<file path="config.mk">
export PLATFORM = sky130hd
export DESIGN_NAME = pipe_reg_em_hs_flat
export DESIGN_NICKNAME = d
export VERILOG_FILES = /design/src/rtl/pipe_reg_em_hs_if.sv /design/src/rtl/pipe_reg_em_hs.sv /design/src/flat_wrapper.sv
export SDC_FILE = /design/constraint.sdc
export NUM_CORES = 1
export LEC_CHECK = 0
export CAP_MARGIN = 20
export CORE_AREA = 2 2 158 160
export CTS_CLUSTER_DIAMETER = 200
export DETAILED_ROUTE_END_ITERATION = 12
export DIE_AREA = 0 0 160 162
export PLACE_DENSITY = 0.8
export SLEW_MARGIN = 20
export SYNTH_ARGS = -nofsm -noshare
export SYNTH_HDL_FRONTEND = slang
export SYNTH_SLANG_ARGS = --single-unit
</file>
<file path="constraint.sdc">
create_clock -name clk -period 1.9 [get_ports clk]
set_clock_uncertainty 0.1 [all_clocks]
set_input_delay 0.285 -clock clk [delete_from_list [all_inputs] [get_ports clk]]
set_output_delay 0.285 -clock clk [all_outputs]
set_load 0.02 [all_outputs]
</file>
<file path="src/rtl/pipe_reg_em_hs_if.sv">
// EX->MEM stage handshake bundle: E-side valid/ready plus payload in,
// M-side valid/ready plus registered payload out.
// master : the producer/consumer environment around the stage
// slave  : the pipe_reg_em_hs stage itself
interface pipe_reg_em_hs_if #(
    parameter int DATA_W  = 32,
    parameter int PC_W    = 32,
    parameter int REG_W   = 5,
    parameter int INSTR_W = 32
);
    logic               valid_E;
    logic               ready_E;
    logic [INSTR_W-1:0] instr_E;
    logic [DATA_W-1:0]  data_alu_E;
    logic [DATA_W-1:0]  writedata_E;
    logic [REG_W-1:0]   writereg_E;
    logic [PC_W-1:0]    pcout_E;
    logic [PC_W-1:0]    pcchu_E;
    logic [DATA_W-1:0]  hilo_E;

    logic               valid_M;
    logic               ready_M;
    logic [INSTR_W-1:0] instr_M;
    logic [DATA_W-1:0]  data_alu_M;
    logic [DATA_W-1:0]  writedata_M;
    logic [REG_W-1:0]   writereg_M;
    logic [PC_W-1:0]    pcout_M;
    logic [PC_W-1:0]    pcchu_M;
    logic [DATA_W-1:0]  hilo_M;

    modport master (
        output valid_E, instr_E, data_alu_E, writedata_E, writereg_E,
               pcout_E, pcchu_E, hilo_E, ready_M,
        input  ready_E, valid_M, instr_M, data_alu_M, writedata_M,
               writereg_M, pcout_M, pcchu_M, hilo_M
    );

    modport slave (
        input  valid_E, instr_E, data_alu_E, writedata_E, writereg_E,
               pcout_E, pcchu_E, hilo_E, ready_M,
        output ready_E, valid_M, instr_M, data_alu_M, writedata_M,
               writereg_M, pcout_M, pcchu_M, hilo_M
    );
endinterface

</file>
<file path="src/rtl/pipe_reg_em_hs.sv">
// EX->MEM pipeline stage register with valid/ready handshake, flush and
// bubble insertion. A stalled M stage back-pressures E without losing or
// duplicating instructions; an empty stage presents an all-zero payload
// (instr_M = 0 is a NOP).
// Optional feature macro: PIPE_SKID_EN
//   defined   : 1-entry skid buffer, ready_E is registered (no ready_M->ready_E path)
//   undefined : no skid, ready_E = ~valid_M | ready_M (combinational)
module pipe_reg_em_hs #(
    parameter int DATA_W  = 32,
    parameter int PC_W    = 32,
    parameter int REG_W   = 5,
    parameter int INSTR_W = 32
) (
    input  logic             clk,
    input  logic             reset,
    input  logic             flush,
    pipe_reg_em_hs_if.slave  bus
);
    localparam int PAY_W = INSTR_W + 3 * DATA_W + REG_W + 2 * PC_W;

    logic [PAY_W-1:0] pay_in_s;
    logic [PAY_W-1:0] pay_main_r;
    logic [PAY_W-1:0] pay_main_nxt_s;
    logic             valid_main_r;
    logic             valid_main_nxt_s;
    logic             accept_s;
    logic             load_s;

    assign pay_in_s = {bus.instr_E, bus.data_alu_E, bus.writedata_E, bus.writereg_E,
                       bus.pcout_E, bus.pcchu_E, bus.hilo_E};

    assign bus.valid_M = valid_main_r;
    assign {bus.instr_M, bus.data_alu_M, bus.writedata_M, bus.writereg_M,
            bus.pcout_M, bus.pcchu_M, bus.hilo_M} = pay_main_r;

    // Main register may take new contents when empty or being drained by M.
    assign load_s = ~valid_main_r | bus.ready_M;

`ifdef PIPE_SKID_EN
    logic [PAY_W-1:0] pay_skid_r;
    logic [PAY_W-1:0] pay_skid_nxt_s;
    logic             skid_full_r;
    logic             skid_full_nxt_s;
    logic             ready_r;

    assign bus.ready_E = ready_r;
    assign accept_s    = bus.valid_E & ready_r & ~flush;

    // Next-state for main and skid entries; skid always drains before new input.
    always_comb begin
        valid_main_nxt_s = valid_main_r;
        pay_main_nxt_s   = pay_main_r;
        skid_full_nxt_s  = skid_full_r;
        pay_skid_nxt_s   = pay_skid_r;
        if (flush) begin
            valid_main_nxt_s = 1'b0;
            pay_main_nxt_s   = {PAY_W{1'b0}};
            skid_full_nxt_s  = 1'b0;
            pay_skid_nxt_s   = {PAY_W{1'b0}};
        end else if (load_s) begin
            if (skid_full_r) begin
                // ready_E was low, so no input can be accepted alongside the drain
                valid_main_nxt_s = 1'b1;
                pay_main_nxt_s   = pay_skid_r;
                skid_full_nxt_s  = 1'b0;
                pay_skid_nxt_s   = {PAY_W{1'b0}};
            end else if (accept_s) begin
                valid_main_nxt_s = 1'b1;
                pay_main_nxt_s   = pay_in_s;
            end else begin
                valid_main_nxt_s = 1'b0;
                pay_main_nxt_s   = {PAY_W{1'b0}};
            end
        end else if (accept_s) begin
            // Main is holding for M: park the younger instruction in the skid
            skid_full_nxt_s = 1'b1;
            pay_skid_nxt_s  = pay_in_s;
        end else begin
            skid_full_nxt_s = skid_full_r;
        end
    end

    // Skid state and registered ready_E.
    always_ff @(posedge clk or negedge reset) begin
        if (!reset) begin
            skid_full_r <= 1'b0;
            pay_skid_r  <= {PAY_W{1'b0}};
            ready_r     <= 1'b1;
        end else begin
            skid_full_r <= skid_full_nxt_s;
            pay_skid_r  <= pay_skid_nxt_s;
            ready_r     <= ~skid_full_nxt_s;
        end
    end
`else
    assign bus.ready_E = load_s;
    assign accept_s    = bus.valid_E & load_s & ~flush;

    // Next-state for the main register: load, bubble, or hold.
    always_comb begin
        valid_main_nxt_s = valid_main_r;
        pay_main_nxt_s   = pay_main_r;
        if (flush) begin
            valid_main_nxt_s = 1'b0;
            pay_main_nxt_s   = {PAY_W{1'b0}};
        end else if (accept_s) begin
            valid_main_nxt_s = 1'b1;
            pay_main_nxt_s   = pay_in_s;
        end else if (load_s) begin
            valid_main_nxt_s = 1'b0;
            pay_main_nxt_s   = {PAY_W{1'b0}};
        end else begin
            valid_main_nxt_s = valid_main_r;
        end
    end
`endif

    // Main stage register driving the M-side outputs.
    always_ff @(posedge clk or negedge reset) begin
        if (!reset) begin
            valid_main_r <= 1'b0;
            pay_main_r   <= {PAY_W{1'b0}};
        end else begin
            valid_main_r <= valid_main_nxt_s;
            pay_main_r   <= pay_main_nxt_s;
        end
    end
endmodule
</file>
<file path="src/flat_wrapper.sv">
// flat-port wrapper written by rule: the top's interface ports become plain ports
module pipe_reg_em_hs_flat 
#(
    parameter int DATA_W  = 32,
    parameter int PC_W    = 32,
    parameter int REG_W   = 5,
    parameter int INSTR_W = 32
)
  (clk, reset, flush, bus_valid_E, bus_instr_E, bus_data_alu_E, bus_writedata_E, bus_writereg_E, bus_pcout_E, bus_pcchu_E, bus_hilo_E, bus_ready_M, bus_ready_E, bus_valid_M, bus_instr_M, bus_data_alu_M, bus_writedata_M, bus_writereg_M, bus_pcout_M, bus_pcchu_M, bus_hilo_M);
  pipe_reg_em_hs_if #(.DATA_W(DATA_W), .PC_W(PC_W), .REG_W(REG_W), .INSTR_W(INSTR_W)) bus_i ();
  input  logic clk;
  input  logic reset;
  input  logic flush;
  input wire logic [$bits(bus_i.valid_E)-1:0] bus_valid_E;
  input wire logic [$bits(bus_i.instr_E)-1:0] bus_instr_E;
  input wire logic [$bits(bus_i.data_alu_E)-1:0] bus_data_alu_E;
  input wire logic [$bits(bus_i.writedata_E)-1:0] bus_writedata_E;
  input wire logic [$bits(bus_i.writereg_E)-1:0] bus_writereg_E;
  input wire logic [$bits(bus_i.pcout_E)-1:0] bus_pcout_E;
  input wire logic [$bits(bus_i.pcchu_E)-1:0] bus_pcchu_E;
  input wire logic [$bits(bus_i.hilo_E)-1:0] bus_hilo_E;
  input wire logic [$bits(bus_i.ready_M)-1:0] bus_ready_M;
  output wire logic [$bits(bus_i.ready_E)-1:0] bus_ready_E;
  output wire logic [$bits(bus_i.valid_M)-1:0] bus_valid_M;
  output wire logic [$bits(bus_i.instr_M)-1:0] bus_instr_M;
  output wire logic [$bits(bus_i.data_alu_M)-1:0] bus_data_alu_M;
  output wire logic [$bits(bus_i.writedata_M)-1:0] bus_writedata_M;
  output wire logic [$bits(bus_i.writereg_M)-1:0] bus_writereg_M;
  output wire logic [$bits(bus_i.pcout_M)-1:0] bus_pcout_M;
  output wire logic [$bits(bus_i.pcchu_M)-1:0] bus_pcchu_M;
  output wire logic [$bits(bus_i.hilo_M)-1:0] bus_hilo_M;
  assign bus_i.valid_E = bus_valid_E;
  assign bus_i.instr_E = bus_instr_E;
  assign bus_i.data_alu_E = bus_data_alu_E;
  assign bus_i.writedata_E = bus_writedata_E;
  assign bus_i.writereg_E = bus_writereg_E;
  assign bus_i.pcout_E = bus_pcout_E;
  assign bus_i.pcchu_E = bus_pcchu_E;
  assign bus_i.hilo_E = bus_hilo_E;
  assign bus_i.ready_M = bus_ready_M;
  assign bus_ready_E = bus_i.ready_E;
  assign bus_valid_M = bus_i.valid_M;
  assign bus_instr_M = bus_i.instr_M;
  assign bus_data_alu_M = bus_i.data_alu_M;
  assign bus_writedata_M = bus_i.writedata_M;
  assign bus_writereg_M = bus_i.writereg_M;
  assign bus_pcout_M = bus_i.pcout_M;
  assign bus_pcchu_M = bus_i.pcchu_M;
  assign bus_hilo_M = bus_i.hilo_M;
  pipe_reg_em_hs #(.DATA_W(DATA_W), .PC_W(PC_W), .REG_W(REG_W), .INSTR_W(INSTR_W)) u_core (.clk(clk), .reset(reset), .flush(flush), .bus(bus_i));
endmodule
</file>
==> flow_summary_export.csv, run 1 <==
group,metric,value,unit
layout,fill_cells,2130,
critical_path,crit_chain,"clkdlybuf4s50_1",
placed_design,pre_cts_ws,-0.08310,ns
drt,drc_errors,0,
sta,fin_ws,0.05982,ns
pwr,fin_total_pwr,9916,uW
global_routing,grt_start_max_net_pins,55,
drt,vias,8094,
critical_path,cp_top_family,"buffers and inverters",
clock_tree,htree_levels,4,
global_routing,grt_pass1_vias,8188,
logic_synthesis,yosys.area.top_type_share,59.50,%
critical_path,end_kind,"primary output",
placed_design,portBuffers,400,
die,die_area,25920,sq um
clock_tree,clkSinkCount,198,
logic_synthesis,syn-num-nets,1082,
clock_tree,cts_tree,"yes",
placed_design,dp_hpwl,20660,microns
clock_tree,cts_buffer_depth,2,
critical_path,critical-path-slowest-cell,"clkdlybuf4s50_1",
logic_synthesis,synth-edff-count,0,
sta,max_freq,543.4,MHz
die,row_count,57,
layout,layout-area-overhead-vs-synth,60.23,%
layout,fin_cells,1592,
logic_synthesis,seq_area_frac_synth,59.50,%
logic_synthesis,synth_top_area_cell,"dfrtp_1",
critical_path,critPathRequiredTime,1.51,ns
placed_design,gp_congestion,0.8177,
sta,tightestPinTransition,0.5048,ns
logic_synthesis,syn-instance-count,880,
critical_path,cp_max_fo,2,
global_routing,grt_antenna_before_repair,1,
logic_synthesis,ys_types,15,
sta,period_share,96.85,%
global_routing,grt_overflow_total,0,
die,fp.dieW,160,microns
global_routing,grt_usage,21.67,%
clock_tree,clk_latency,0.42,ns
logic_synthesis,async_flop_share,100.0,%
drt,antenna_left,0,
sta,rsz0062_at_grt,"false",
run_status,status,"finished, final reports clean",
sta,setup_viol,0,
flow_run,drv_cap,0,
logic_synthesis,synth_ff_type,"dfrtp_1",
placed_design,place_inst,1557,
logic_synthesis,ys_ff_latch,198,
global_routing,grt_pass1_wl,44910,microns
logic_synthesis,synthTopCellsByArea,"dfrtp_1, a21oi_1, nand3_1",
pwr,powerDensity,743.1,nW/um^2
drt,first_pass_iters,5,
clock_tree,clk_pin_slew,0.08,ns
clock_tree,tritoncts.num_buffers,17,
drt,drt_iter0_markers,649,
sta,post-route-min-period,1.840,ns
critical_path,cp_slowest_stage_delay,0.63,ns
sta,slew_viol_final,0,
drt,drt_wl_total,28850,microns
die,chipHeight,162,microns
die,start_util,34.55,%
logic_synthesis,yosysWarnings,0,
sta,relSlewSlack,66.35,%
logic_synthesis,synth_commonest_cells,"dfrtp_1, nand2_1, a21oi_1",
die,core,24110,sq um
drt,avgViaCountPerCell,5.084,
layout,drive_gt1_share,8.524,%
pwr,cellLeakagePower,0.005455,uW
sta,final-hold-violation-count,0,
logic_synthesis,avgSynthCellArea,9.464,sq um
critical_path,worstSetupPathType,"reg2out",
layout,fin_area,13340,sq um
critical_path,path_buf_inv,1,
pwr,ir_worst_vdd,0.0005317,V
critical_path,startpoint_type,"flop",
layout,final_nets,1456,
clock_tree,root_buffer,"clkbuf_16",
logic_synthesis,netlist_area,8328,sq um
worst_hold_path,hold_class,"in2reg",
die,io_pins,401,
drt,wire_per_inst,18.12,microns
logic_synthesis,synth_most_common_cell,"dfrtp_1",
critical_path,worstPathArrival,1.46,ns
placed_design,postPlaceCellArea,12740,sq um
[worst min-delay path, delay by kind of cell]
family	cells	cell delay, ns
and+or+nand+nor	1	0.09
AOI/OAI and AO/OA	1	0.06
buffers and inverters	1	0.16
[worst paths after layout]
check,slack (ns),to,start,depth (start not counted)
worst min register to register,0.42,u_core.pay_main_r[54]$_DFFE_PN0P_,u_core.pay_main_r[54]$_DFFE_PN0P_,2
max in group asynchronous,0.81,u_core.pay_main_r[178]$_DFFE_PN0P_,reset,3
worst max register to register,0.18,u_core.pay_main_r[87]$_DFFE_PN0P_,u_core.bus.valid_M$_DFFE_PN0P_,5
min in group asynchronous,0.25,u_core.pay_main_r[50]$_DFFE_PN0P_,reset,2
worst min-delay path,0.11,u_core.pay_main_r[136]$_DFFE_PN0P_,bus_valid_E,3
worst max-delay path,0.06,bus_pcout_M[23],u_core.pay_main_r[87]$_DFFE_PN0P_,1
[through the flow]
| stage | utilization [%] | hold WS [ns] | TNS [ns] |
|---|---|---|---|
| after floorplan | - | -0.1106 | 0 |
| after global routing | 55.36 | 0.09078 | 0 |
| final | 55.36 | 0.1097 | 0 |
| after global placement | 52.84 | 0.1353 | -0.3996 |
| after detailed placement | 52.84 | 0.1401 | -3.884 |
| after CTS | 55.31 | 0.09658 | 0 |
[power by group]
group	internal, uW	switching (uW)
sequential	4390	103
combinational	902	902
clock	1800	1820
total	7100	2820
[flip-flops by register name, summed over array words and instances (netlist names)]
register	cells
u_core.pay_main_r	197
u_core.bus.valid_M	1
[placed cells by master (no fill, tap or decap)]
cell type and count:
inv_8 4, clkinv_8 3, dlygate4sd3_1 1, nor2_1 2
dlygate4sd2_1 2, nand2_1 197, nand3_2 20, nor2b_4 1
clkinv_2 1, a21oi_1 187, buf_6 2, clkbuf_16 17
buf_4 26, clkdlybuf4s50_1 394, a21oi_2 10, buf_12 15
clkdlybuf4s15_1 1, dfrtp_1 198, inv_6 3, diode_2 1
nand3_1 177, clkbuf_8 2, clkinv_4 3, clkinvlp_4 1
[layer usage]
metal	global-route usage (%)	vias to the layer above	share of wire, %
met4	7.412	0	2.8
met3	6.001	58	6.9
li1	-	3725	-
met1	26.37	3953	40
met2	37.27	358	50
met5	0	-	0
[final cells by class]
cell class | count | area, sq um | share of cell area, %
diodes | 1 | 2.502 | 0.01875
clock buffers | 18 | 439.2 | 3.291
clock inverters | 14 | 150.1 | 1.125
inverters | 1 | 8.758 | 0.06564
multi-input cells | 594 | 2870 | 21.51
flip-flops and latches | 198 | 4955 | 37.13
well taps | 324 | 405.4 | 3.038
repair buffers | 442 | 4513 | 33.82
[kinds of logic (layout without fill, tap and decap cells)]
logic type             after synthesis  count (layout)  synth area share, %
flip-flops                         198             198                59.50
buffers and inverters               88             475                6.040
other                                0               1                    0
AO/OA/AOI/OAI                      197             197                12.29
AND/OR/NAND/NOR                    397             397                22.18
[repair_timing]
action                     CTS  global route
gates resized for setup      3             1
buffers inserted             0             1
hold endpoints to repair    34             0
setup endpoints to repair    3             1
hold buffers                 1             0
Note: power is estimated with default switching activity, not from simulation.
==> run 2, diff against run 1 <==
--- a/config.mk
+++ b/config.mk
@@ -10,8 +10,9 @@
 export CTS_CLUSTER_DIAMETER = 200
 export DETAILED_ROUTE_END_ITERATION = 12
 export DIE_AREA = 0 0 160 162
-export PLACE_DENSITY = 0.8
+export PLACE_DENSITY = 0.69
 export SLEW_MARGIN = 20
 export SYNTH_ARGS = -nofsm -noshare
 export SYNTH_HDL_FRONTEND = slang
 export SYNTH_SLANG_ARGS = --single-unit
+export TNS_END_PERCENT = 50
==> flow_summary_export.csv, run 2 (synthesis gave the netlist of run 1 again) <==
group,metric,value,unit
layout,utilization,55.39,%
placed_design,dp_hpwl,19620,microns
drt,drt_wl_total,28090,microns
layout,fill_cells,2218,
clock_tree,root_buffer,"clkbuf_16",
placed_design,postPlaceCellArea,12770,sq um
critical_path,end_kind,"primary output",
sta,rsz0062_at_grt,"false",
drt,wire_per_inst,17.61,microns
layout,mostFrequentLayoutCells,"clkdlybuf4s50_1, dfrtp_1, nand2_1, a21oi_1, nand3_1",
critical_path,critPathRequiredTime,1.51,ns
layout,final_common_cell,"clkdlybuf4s50_1",
drt,drc_errors,0,
sta,post-route-min-period,1.849,ns
pwr,powerDensity,737.7,nW/um^2
layout,drive_gt1_share,8.740,%
critical_path,cp_max_fo,2,
worst_hold_path,hold_class,"in2reg",
drt,vias,7896,
critical_path,cp_slowest_stage_delay,0.64,ns
die,chipHeight,162,microns
layout,largest_reg_flops,197,
global_routing,grt_start_max_net_pins,73,
critical_path,startpoint_type,"flop",
sta,tightestPinTransition,0.4683,ns
critical_path,critical-path-slowest-cell,"clkdlybuf4s50_1",
critical_path,timing.rr.start,"u_core.bus.valid_M$_DFFE_PN0P_",
drt,first_pass_iters,6,
pwr,ir_worst_vdd,0.0004675,V
sta,setup_viol,0,
clock_tree,clk_latency,0.44,ns
critical_path,reg2reg_to,"u_core.pay_main_r[103]$_DFFE_PN0P_",
layout,layout-area-overhead-vs-synth,60.34,%
critical_path,worstPathArrival,1.46,ns
clock_tree,clkSinkCount,198,
run_status,status,"finished, final reports clean",
critical_path,crit_cells,1,
sta,fin_setup_tns,0,ns
global_routing,grt_overflow_total,0,
die,core,24110,sq um
critical_path,worstSetupPathType,"reg2out",
die,die_area,25920,sq um
clock_tree,cts_tree,"yes",
global_routing,grt_pass1_wl,43780,microns
global_routing,grt_usage,21.41,%
critical_path,setup.worst_path.start,"u_core.pay_main_r[0]$_DFFE_PN0P_",
global_routing,grt_pass1_vias,7908,
sta,max_freq,540.9,MHz
clock_tree,clk_pin_slew,0.08,ns
sta,relSlewSlack,68.78,%
placed_design,portBuffers,400,
die,start_util,34.55,%
clock_tree,tritoncts.num_buffers,17,
critical_path,reg2reg_slack,0.32,ns
sta,slew_viol_final,0,
flow_run,drv_cap,0,
drt,drt_iter0_markers,539,
placed_design,gp_congestion,0.8477,
placed_design,pre_cts_ws,-0.005494,ns
clock_tree,htree_levels,4,
critical_path,r2r_cells,6,
clock_tree,cts_buffer_depth,2,
critical_path,critPathCapture,"bus_hilo_M[0]",
die,fp.dieW,160,microns
die,io_pins,401,
critical_path,crit_chain,"clkdlybuf4s50_1",
layout,top_register,"u_core.pay_main_r",
critical_path,path_buf_inv,1,
sta,period_share,97.30,%
layout,fin_area,13350,sq um
drt,avgViaCountPerCell,4.950,
drt,antenna_left,0,
global_routing,grt_antenna_before_repair,1,
pwr,cellLeakagePower,0.005464,uW
sta,fin_ws,0.05121,ns
layout,seqCellArea,4955,sq um
clock_tree,cts_setup_buffers,0,
die,row_count,57,
sta,final-hold-violation-count,0,
layout,multi_input_area,2870,sq um
critical_path,cp_top_family,"buffers and inverters",
layout,final_nets,1460,
==> run 2: where the power goes <==
part           internal, uW  switching, uW
Clock                  1790           1770
Sequential             4390           96.0
Combinational           909            890
==> run 2: layer usage <==
layer  part of all wire [%]  vias up  GRT usage [%]
met5                      0        -              0
met4                    2.8        0          8.395
li1                       -     3733              -
met1                     41     3835          26.17
met2                     50      286          36.42
met3                    6.8       42          5.567
==> run 2: layout make-up <==
type,count,area share (%)
sequential,198,37.11
timing repair buffer,446,34.05
multi-input combinational,594,21.50
clock buffer,19,3.392
tap,324,3.036
clock inverter,12,0.8340
inverter,1,0.06559
antenna,1,0.01874
==> run 2: timing repair <==
item | CTS | global route
endpoints found under the setup margin | 1 | 1
resized for setup | 1 | 1
hold endpoints to repair | 35 | 0
cloned | 0 | 0
hold buffers | 1 | 0
==> run 2: how the worst min path moves through the flow <==
| stage | start | depth (start not counted) | to |
|---|---|---|---|
| finish | bus_valid_E | 3 | u_core.pay_main_r[29]$_DFFE_PN0P_ |
| global route | bus_valid_E | 3 | u_core.pay_main_r[29]$_DFFE_PN0P_ |
| CTS | bus_valid_E | 3 | u_core.pay_main_r[29]$_DFFE_PN0P_ |
| detailed placement | reset | 1 | u_core.pay_main_r[159]$_DFFE_PN0P_ |
| global placement | reset | 1 | u_core.pay_main_r[159]$_DFFE_PN0P_ |
| floorplan | reset | 0 | u_core.bus.valid_M$_DFFE_PN0P_ |
==> run 2: metrics by stage <==
step | instances | hold WS [ns] | power [uW]
3_3_place_gp | 1562 | 0.1439 | 6367
5_1_grt | 1594 | 0.06746 | 10240
6_report | 1595 | 0.05286 | 9850
4_1_cts | 1594 | 0.04099 | 9949
2_1_floorplan | 880 | -0.1106 | 5286
3_5_place_dp | 1562 | 0.1417 | 6382
==> run 2: worst register-to-register path: stages, from the launching register on <==
cell	delay (ns)
dfrtp_1	0.40
nor2b_4	0.14
clkinv_4	0.05
buf_4	0.18
buf_12	0.28
nand3_1	0.20
a21oi_1	0.17
==> run 3, diff against run 2 <==
--- a/config.mk
+++ b/config.mk
@@ -8,9 +8,11 @@
 export CAP_MARGIN = 20
 export CORE_AREA = 2 2 158 160
 export CTS_CLUSTER_DIAMETER = 200
+export CTS_CLUSTER_SIZE = 30
 export DETAILED_ROUTE_END_ITERATION = 12
 export DIE_AREA = 0 0 160 162
 export PLACE_DENSITY = 0.69
+export RECOVER_POWER = 25
 export SLEW_MARGIN = 20
 export SYNTH_ARGS = -nofsm -noshare
 export SYNTH_HDL_FRONTEND = slang
==> flow_summary_export.csv, run 3 (synthesis gave the netlist of run 1 again) <==
group,metric,value,unit
run_status,status,"finished, final reports clean",
sta,relSlewSlack,24.57,%
layout,drive_gt1_share,8.740,%
drt,avgViaCountPerCell,4.971,
sta,post-route-min-period,1.855,ns
clock_tree,clkSinkCount,198,
drt,wl_met1,11420,microns
drt,drt_wl_total,28100,microns
placed_design,gp_congestion,0.8477,
drt,drt_iter0_markers,540,
placed_design,postPlaceCellArea,12770,sq um
clock_tree,cts_buffer_depth,2,
global_routing,grt_antenna_before_repair,1,
die,core,24110,sq um
sta,tightestPinTransition,1.131,ns
placed_design,dp_hpwl,19620,microns
layout,largest_reg_flops,197,
pwr,ir_worst_vdd,0.0004673,V
layout,final_nets,1460,
sta,slew_viol_final,0,
critical_path,path_buf_inv,1,
die,start_util,34.55,%
global_routing,grt_start_max_net_pins,73,
clock_tree,cts_tree,"yes",
clock_tree,clk_latency,0.44,ns
pwr,cellLeakagePower,0.005456,uW
critical_path,startpoint_type,"flop",
critical_path,setup.worst_path.start,"u_core.pay_main_r[0]$_DFFE_PN0P_",
sta,setup_viol,0,
sta,period_share,97.61,%
drt,first_pass_iters,5,
die,die_area,25920,sq um
drt,dr_wl_met2,13950,microns
critical_path,reg2reg_slack,0.30,ns
drt,antenna_left,0,
pwr,powerDensity,738.6,nW/um^2
layout,final_common_cell,"clkdlybuf4s50_1",
sta,rsz0062_at_grt,"false",
critical_path,r2r_cells,6,
critical_path,cp_top_family,"buffers and inverters",
clock_tree,tritoncts.num_buffers,17,
critical_path,critPathRequiredTime,1.51,ns
placed_design,place_inst,1562,
layout,multi_input_area,2870,sq um
placed_design,portBuffers,400,
sta,max_freq,539.2,MHz
clock_tree,clk_pin_slew,0.08,ns
global_routing,grt_pass1_wl,43780,microns
critical_path,end_kind,"primary output",
critical_path,crit_chain,"clkdlybuf4s50_1",
die,fp.dieW,160,microns
drt,vias,7928,
drt,wire_per_inst,17.62,microns
layout,layout-area-overhead-vs-synth,60.07,%
layout,fill_cells,2226,
critical_path,reg2reg_to,"u_core.pay_main_r[103]$_DFFE_PN0P_",
worst_hold_path,hold_class,"in2reg",
clock_tree,root_buffer,"clkbuf_16",
die,row_count,57,
layout,top_register,"u_core.pay_main_r",
critical_path,worstPathArrival,1.47,ns
global_routing,grt_overflow_total,0,
global_routing,grt_pass1_vias,7908,
drt,dr_wl_met3,1925,microns
critical_path,critical-path-slowest-cell,"clkdlybuf4s50_1",
layout,fin_cells,1595,
drt,routed.top_layer,"met4",
die,io_pins,401,
drt,drc_errors,0,
die,chipHeight,162,microns
critical_path,crit_cells,1,
layout,mostFrequentLayoutCells,"clkdlybuf4s50_1, dfrtp_1, nand2_1, a21oi_1, nand3_1",
flow_run,drv_cap,0,
sta,final-hold-violation-count,0,
critical_path,timing.rr.start,"u_core.bus.valid_M$_DFFE_PN0P_",
layout,seqCellArea,4955,sq um
global_routing,grt_usage,21.41,%
critical_path,cp_max_fo,2,
sta,fin_setup_tns,0,ns
critical_path,critPathCapture,"bus_hilo_M[0]",
critical_path,cp_slowest_stage_delay,0.64,ns
layout,fin_area,13330,sq um
clock_tree,htree_levels,4,
critical_path,worstSetupPathType,"reg2out",
==> run 3: changes by cell type in the layout (fill, tap and decap cells not counted) <==
cell and delta:
buf_12 -1, buf_2 +2, buf_4 -2, buf_6 +1
clkbuf_2 +1, clkbuf_8 -1
==> run 3: how the worst min path moves through the flow <==
stage | from | endpoint | slack [ns] | cells after the start
5_1_grt | bus_valid_E | u_core.pay_main_r[29]$_DFFE_PN0P_ | 0.07 | 3
6_report | bus_valid_E | u_core.pay_main_r[29]$_DFFE_PN0P_ | 0.06 | 3
3_5_place_dp | reset | u_core.pay_main_r[159]$_DFFE_PN0P_ | 0.14 | 1
3_3_place_gp | reset | u_core.pay_main_r[159]$_DFFE_PN0P_ | 0.14 | 1
2_1_floorplan | reset | u_core.bus.valid_M$_DFFE_PN0P_ | -0.11 | 0
4_1_cts | bus_valid_E | u_core.pay_main_r[29]$_DFFE_PN0P_ | 0.04 | 3
==> run 3: report_power, final <==
| group | internal [uW] | total, uW | switching (uW) |
|---|---|---|---|
| clock network | 1790 | 3560 | 1770 |
| logic | 904 | 1800 | 891 |
| registers | 4390 | 4490 | 96.0 |
==> run 3: routing by layer <==
metal | up-vias | global-route usage, %
met5 | - | 0
met4 | 0 | 8.395
met3 | 45 | 5.567
met2 | 292 | 36.42
met1 | 3858 | 26.17
li1 | 3733 | -
==> run 3: repair_timing <==
action                                  4_1_cts  5_1_grt
endpoints found under the hold margin        35        0
hold buffers                                  1        0
gates resized for setup                       1        1
buffers inserted                              0        0
endpoints found under the setup margin        1        1
==> run 3: metrics by stage <==
| stage | hold WS, ns | power (uW) | utilization [%] | setup WS [ns] |
|---|---|---|---|---|
| after floorplan | -0.1106 | 5286 | - | 0.4468 |
| final | 0.05598 | 9846 | 55.30 | 0.04548 |
| after CTS | 0.04099 | 9949 | 55.37 | 0.01214 |
| after global placement | 0.1439 | 6367 | 52.99 | 0.01854 |
| after global routing | 0.06746 | 10240 | 55.29 | 0.004277 |
| after detailed placement | 0.1417 | 6382 | 52.99 | -0.005494 |
==> run 3: area by class of cell <==
class,count,area share (%)
sequential,198,37.17
timing repair buffer,446,33.94
multi-input combinational,594,21.53
clock buffer,19,3.398
tap,324,3.041
clock inverter,12,0.8354
inverter,1,0.06570
antenna,1,0.01877
